==> src/rtl/pos_maxterm_extractor_pkg.sv <==
// Shared types and sizing for the maxterm extractor: FSM states and truth-table geometry.
package pos_maxterm_extractor_pkg;

    localparam int unsigned N_VARS = 3;
    localparam int unsigned ROWS   = 1 << N_VARS;
    localparam int unsigned CNT_W  = N_VARS + 1;

    typedef enum logic [1:0] {
        IDLE = 2'd0,
        SCAN = 2'd1,
        EMIT = 2'd2,
        DONE = 2'd3
    } state_e;

endpackage

==> src/rtl/pos_maxterm_extractor_if.sv <==
// Maxterm output stream: valid/ready handshake carrying row index and literal polarity.
interface pos_maxterm_extractor_if;
    import pos_maxterm_extractor_pkg::*;

    logic              out_valid;
    logic              out_ready;
    logic [N_VARS-1:0] out_index;
    logic [N_VARS-1:0] out_neg;

    modport master (output out_valid, output out_index, output out_neg, input out_ready);
    modport slave  (input out_valid, input out_index, input out_neg, output out_ready);

endinterface

==> src/rtl/pos_maxterm_extractor_row_scanner.sv <==
// Captured truth table plus row counter; exposes the current row's bit and a last-row flag.
module pos_row_scanner
    import pos_maxterm_extractor_pkg::*;
(
    input  logic              clk,
    input  logic              rst,
    input  logic              load_i,
    input  logic              adv_i,
    input  logic [ROWS-1:0]   tt_i,
    output logic [N_VARS-1:0] idx_o,
    output logic              row_bit_o,
    output logic              last_o
);

    logic [ROWS-1:0]   tt_q;
    logic [N_VARS-1:0] idx_q;

    // Load restarts at row 0; advance is only requested when the row is not the last one.
    always_ff @(posedge clk) begin
        if (rst) begin
            tt_q  <= '0;
            idx_q <= '0;
        end else if (load_i) begin
            tt_q  <= tt_i;
            idx_q <= '0;
        end else if (adv_i) begin
            idx_q <= idx_q + N_VARS'(1);
        end
    end

    assign idx_o     = idx_q;
    assign row_bit_o = tt_q[idx_q];
    assign last_o    = (idx_q == N_VARS'(ROWS - 1));

endmodule

==> src/rtl/pos_maxterm_extractor.sv <==
// Streams the maxterms (zero rows) of a captured truth table over a valid/ready port,
// then reports the maxterm count and constant-function flags with a one-cycle done.
module pos_maxterm_extractor
    import pos_maxterm_extractor_pkg::*;
(
    input  logic                     clk,
    input  logic                     rst,
    input  logic                     start,
    input  logic [ROWS-1:0]          tt,
    pos_maxterm_extractor_if.master  out_if,
    output logic                     busy,
    output logic                     done,
    output logic [CNT_W-1:0]         count,
    output logic                     const_one,
    output logic                     const_zero
);

    state_e            state_q, state_d;
    logic [CNT_W-1:0]  run_cnt_q, run_cnt_d;
    logic [CNT_W-1:0]  count_q, count_d;
    logic [N_VARS-1:0] index_q, index_d;
    logic              valid_q, valid_d;
    logic              busy_q, busy_d;
    logic              done_q, done_d;
    logic              const_one_q, const_one_d;
    logic              const_zero_q, const_zero_d;

    logic              load, adv;
    logic [N_VARS-1:0] row_idx;
    logic              row_bit, row_last;

    pos_row_scanner u_scanner (
        .clk       (clk),
        .rst       (rst),
        .load_i    (load),
        .adv_i     (adv),
        .tt_i      (tt),
        .idx_o     (row_idx),
        .row_bit_o (row_bit),
        .last_o    (row_last)
    );

    always_ff @(posedge clk) begin
        if (rst) begin
            state_q      <= IDLE;
            run_cnt_q    <= '0;
            count_q      <= '0;
            index_q      <= '0;
            valid_q      <= 1'b0;
            busy_q       <= 1'b0;
            done_q       <= 1'b0;
            const_one_q  <= 1'b0;
            const_zero_q <= 1'b0;
        end else begin
            state_q      <= state_d;
            run_cnt_q    <= run_cnt_d;
            count_q      <= count_d;
            index_q      <= index_d;
            valid_q      <= valid_d;
            busy_q       <= busy_d;
            done_q       <= done_d;
            const_one_q  <= const_one_d;
            const_zero_q <= const_zero_d;
        end
    end

    always_comb begin
        state_d      = state_q;
        run_cnt_d    = run_cnt_q;
        count_d      = count_q;
        index_d      = index_q;
        valid_d      = valid_q;
        done_d       = 1'b0;
        const_one_d  = const_one_q;
        const_zero_d = const_zero_q;
        load         = 1'b0;
        adv          = 1'b0;

        unique case (state_q)
            IDLE: begin
                if (start) begin
                    load      = 1'b1;
                    run_cnt_d = '0;
                    state_d   = SCAN;
                end
            end
            SCAN: begin
                if (!row_bit) begin
                    index_d = row_idx;
                    valid_d = 1'b1;
                    state_d = EMIT;
                end else if (row_last) begin
                    state_d = DONE;
                end else begin
                    adv = 1'b1;
                end
            end
            EMIT: begin
                // Last-row test precedes the increment so the row counter never wraps.
                if (out_if.out_ready) begin
                    valid_d   = 1'b0;
                    run_cnt_d = run_cnt_q + CNT_W'(1);
                    if (row_last) begin
                        state_d = DONE;
                    end else begin
                        adv     = 1'b1;
                        state_d = SCAN;
                    end
                end
            end
            DONE: begin
                done_d       = 1'b1;
                count_d      = run_cnt_q;
                const_one_d  = (run_cnt_q == '0);
                const_zero_d = (run_cnt_q == CNT_W'(ROWS));
                state_d      = IDLE;
            end
            default: state_d = IDLE;
        endcase

        busy_d = (state_d == SCAN) || (state_d == EMIT);
    end

    assign out_if.out_valid = valid_q;
    assign out_if.out_index = index_q;
    assign out_if.out_neg   = index_q;
    assign busy             = busy_q;
    assign done             = done_q;
    assign count            = count_q;
    assign const_one        = const_one_q;
    assign const_zero       = const_zero_q;

endmodule

==> src/flat_wrapper.sv <==
// flat-port wrapper written by rule: the top's interface ports become plain ports
module pos_maxterm_extractor_flat import pos_maxterm_extractor_pkg::*;
  (clk, rst, start, tt, busy, done, count, const_one, const_zero, out_if_out_valid, out_if_out_index, out_if_out_neg, out_if_out_ready);
  pos_maxterm_extractor_if out_if_i ();
  input  logic clk;
  input  logic rst;
  input  logic start;
  input  logic [ROWS-1:0] tt;
  output logic busy;
  output logic done;
  output logic [CNT_W-1:0] count;
  output logic const_one;
  output logic const_zero;
  output wire logic [$bits(out_if_i.out_valid)-1:0] out_if_out_valid;
  output wire logic [$bits(out_if_i.out_index)-1:0] out_if_out_index;
  output wire logic [$bits(out_if_i.out_neg)-1:0] out_if_out_neg;
  input wire logic [$bits(out_if_i.out_ready)-1:0] out_if_out_ready;
  assign out_if_out_valid = out_if_i.out_valid;
  assign out_if_out_index = out_if_i.out_index;
  assign out_if_out_neg = out_if_i.out_neg;
  assign out_if_i.out_ready = out_if_out_ready;
  pos_maxterm_extractor u_core (.clk(clk), .rst(rst), .start(start), .tt(tt), .out_if(out_if_i), .busy(busy), .done(done), .count(count), .const_one(const_one), .const_zero(const_zero));
endmodule
==> config.mk <==
export PLATFORM = sky130hd
export DESIGN_NAME = pos_maxterm_extractor_flat
export DESIGN_NICKNAME = d
export VERILOG_FILES = /design/src/rtl/pos_maxterm_extractor_pkg.sv /design/src/rtl/pos_maxterm_extractor_if.sv /design/src/rtl/pos_maxterm_extractor_row_scanner.sv /design/src/rtl/pos_maxterm_extractor.sv /design/src/flat_wrapper.sv
export SDC_FILE = /design/constraint.sdc
export NUM_CORES = 1
export LEC_CHECK = 0
export BUFFER_PORTS_ARGS = -buffer_cell sky130_fd_sc_hd__clkbuf_2
export CAP_MARGIN = 20
export CORE_ASPECT_RATIO = 1.75
export CORE_MARGIN = 1.5
export CORE_UTILIZATION = 35
export CTS_CLUSTER_DIAMETER = 30
export CTS_CLUSTER_SIZE = 28
export DETAILED_ROUTE_END_ITERATION = 10
export GPL_TIMING_DRIVEN = 0
export PLACE_DENSITY = 0.64
export SLEW_MARGIN = 0
export SYNTH_ARGS = -nofsm -noshare
export SYNTH_HDL_FRONTEND = slang
export SYNTH_SLANG_ARGS = --single-unit
export TNS_END_PERCENT = 5
==> constraint.sdc <==
create_clock -name clk -period 4.2 [get_ports clk]
set_input_delay 0.84 -clock clk [delete_from_list [all_inputs] [get_ports clk]]
set_output_delay 0.84 -clock clk [all_outputs]
set_load 0.03 [all_outputs]
==> impl_metrics.env <==
export IMPL_worstSetupPathType="reg -> reg"
export IMPL_crit_path_top_delay_cell="dfxtp_1"
export IMPL_synth_nets=175
export IMPL_post_synth_instance_area_um2=1400
export IMPL_ys_seq_area_share_pct=41.5
export IMPL_synth_edf_count=0
export IMPL_io_buffers=25
export IMPL_drv_cap=0
export IMPL_gp_congestion=0.788
export IMPL_tns_ns=0
export IMPL_report_final_slew_viol_count=0
export IMPL_drt_vias_per_instance=4.88
export IMPL_worstPathRequired_ns=4.40
export IMPL_cts_sinks=29
export IMPL_final_util_pct=43.6
export IMPL_dieArea_um2=4400
export IMPL_ys_warnings_count=0
export IMPL_cts_root_buf="clkbuf_8"
export IMPL_start_util_pct=36.2
export IMPL_cts_setup_buffers=0
export IMPL_worstReg2RegEnd="u_core.busy"
export IMPL_post_route_drc_count=0
export IMPL_grt_pass1_vias=1100
export IMPL_nFillCells=406
export IMPL_avgSynthCellArea_um2=9.03
export IMPL_ff2ff_path_depth=8
export IMPL_synth_area_leaders="dfxtp_1 (41%), a21oi_1 (7.1%), ha_1 (7.1%)"
export IMPL_hp_start="u_core.u_scanner.tt_q[0]"
export IMPL_pin_count=27
export IMPL_synthTopCellsByCount="dfxtp_1 (29), nand2_1 (23), a21oi_1 (20)"
export IMPL_r2r_start="u_core.state_q[0]"
export IMPL_fin_hold_ws_ns=0.456
export IMPL_numCtsBuffers=5
export IMPL_hold_viol=0
export IMPL_area_growth_synth_to_final_pct=20.5
export IMPL_diodes=0
export IMPL_min_path_type="reg -> reg"
export IMPL_rsz0062_at_grt="no"
export IMPL_rows=30
export IMPL_antenna_found_initial=0
export IMPL_drive_above_1_share_pct=25.0
export IMPL_ys_types=35
export IMPL_dp_hpwl_mm=2.08
export IMPL_arrival_ns=2.29
export IMPL_grt_pass1_wl_mm=4.83
export IMPL_fin_crit_sh_pct=49.8
export IMPL_ctsHoldBuffers=0
export IMPL_r2r_slack_ns=2.11
export IMPL_cts_clk_slew_worst_paths_ns=0.06
export IMPL_synth_cells=155
export IMPL_final_area_um2=1690
export IMPL_fin_skew_ns=0.00492
export IMPL_synth_ff_type="dfxtp_1"
export IMPL_antenna_left=0
export IMPL_min_to="u_core.u_scanner.tt_q[0]"
export IMPL_grt_usage_pct=15.1
export IMPL_final_min_clock_period_ns=2.09
export IMPL_placed_cell_area_um2=1590
export IMPL_start_kind="register"
export IMPL_yosysMostFrequentCell="dfxtp_1"
export IMPL_cp_slowest_stage_delay_ns=0.44
export IMPL_die_y_um=86.7
export IMPL_relSlewSlack_pct=63.7
export IMPL_clk_path_buf_depth=2
export IMPL_cts_resized_gates=0
export IMPL_setup_violations=0
export IMPL_powerDensity_nw_per_um2=369
export IMPL_cts_tree="yes"
export IMPL_grt_remaining_overflow=0
export IMPL_initialDrtViolationCount=11
export IMPL_ys_async_sr_fraction_pct=0
export IMPL_ys_seq_elements=29
export IMPL_synth_top_area_share_pct=41.5
export IMPL_p_leak_nw=0.685
export IMPL_grt_max_degree=11
export IMPL_hold_path_depth=2
export IMPL_cp_end_kind="register"
export IMPL_cts_max_level=2
export IMPL_core_area_um2=3870
export IMPL_fin_nets=207
export IMPL_worstMarginPinSlew_ns=0.545
export IMPL_die_w_um=50.8
export IMPL_irDropWorstVdd_uv=187
export IMPL_critPathMaxFanout=9
export IMPL_synth_top_cell_by_area="dfxtp_1"
export IMPL_drt_pass1_iterations=4
export IMPL_wl_per_cell_um=11.9
export IMPL_max_freq_ghz=0.478
export IMPL_num_vias=1151
export IMPL_power_mw=0.622
export IMPL_totalWireLength_mm=2.80
export IMPL_crit_chain="inv_1 -> ha_1 -> buf_2 -> nor2b_1 -> or3_1 -> a31oi_2 -> nor2_1 -> nor4_2"
export IMPL_outcome="finished, final reports clean"
export IMPL_clock_latency_ns=0.28
[report_power, final]
| part | total (mW) | internal, mW | switching [mW] | leakage (nW) |
|---|---|---|---|---|
| registers | 0.291 | 0.285 | 0.00656 | 0.236 |
| clock network | 0.256 | 0.148 | 0.108 | 0.0542 |
| logic | 0.0746 | 0.0283 | 0.0463 | 0.395 |
| total | 0.622 | 0.461 | 0.161 | 0.685 |
[cell type report]
class                           count  area, um2  area share (%)
Inverter                            6       22.5            1.34
Clock buffer                        7       96.3            5.71
Tap cell                           48       60.1            3.56
Buffer                             10       50.0            2.97
Timing Repair Buffer               25        125            7.42
Sequential cell                    29        581            34.4
Clock inverter                      1       5.00           0.297
Multi-Input combinational cell    110        747            44.3
[sequential cells by signal, indices dropped and copies added, names as in the netlist]
register / cells
u_core.u_scanner.tt_q: 8
u_core.u_scanner.idx_o: 3
u_core.run_cnt_q: 4
u_core.state_q: 2
u_core.done: 1
u_core.out_if.out_index: 3
u_core.out_if.out_valid: 1
u_core.count: 4
u_core.const_one: 1
u_core.const_zero: 1
u_core.busy: 1
[metrics by stage]
stage	setup slack, ns	cells
CTS	2.10	236
finish	2.11	236
detailed placement	2.10	228
global placement	2.15	228
floorplan	2.31	155
global route	1.96	236
[layout by cell type (no fill, tap or decap), types with 3 or more instances in the layout]
cell type   n
dfxtp_1    29
clkbuf_2   25
nand2_1    23
a21oi_1    20
nor2_1     11
ha_1        8
mux2i_1     7
clkbuf_8    7
inv_1       6
clkbuf_1    6
nand2b_1    4
nand3_1     4
nor2b_1     3
xor2_1      3
buf_4       3
[metal layers]
layer  GRT usage (%)  wire length (um)
met1            14.8              1130
met2            25.7              1460
met3            3.79                90
met4            12.8               122
met5               0                 0
[how the worst max path moves through the flow]
| stage | start | to | slack, ns | cells past startpoint |
|---|---|---|---|---|
| 2_1_floorplan | u_core.state_q[0] | u_core.busy | 2.31 | 8 |
| 3_3_place_gp | u_core.state_q[0] | u_core.run_cnt_q[3] | 2.15 | 8 |
| 3_5_place_dp | u_core.state_q[0] | u_core.busy | 2.10 | 8 |
| 4_1_cts | u_core.state_q[0] | u_core.busy | 2.10 | 8 |
| 5_1_grt | u_core.state_q[0] | u_core.busy | 1.96 | 8 |
| 6_report | u_core.state_q[0] | u_core.busy | 2.11 | 8 |
[cell families (layout without fill, tap and decap cells)]
kind of cell	after synthesis	count (layout)	synth area share [%]
XOR/XNOR	3	3	1.88
AO/OA/AOI/OAI	31	31	13.9
adder cells (fa/ha/maj)	8	8	7.15
flip-flops	29	29	41.5
buffers and inverters	16	49	5.18
AND/OR/NAND/NOR	57	57	20.2
multiplexers	11	11	10.3
[worst max-delay path: cells and delay by family (launching register included)]
family          cells  cell delay, ns
flops               1            0.44
fa+ha+maj           1            0.19
simple gates        4            0.81
buf+inv             2            0.28
compound gates      1            0.27
Power figures use the tool's default switching activity.
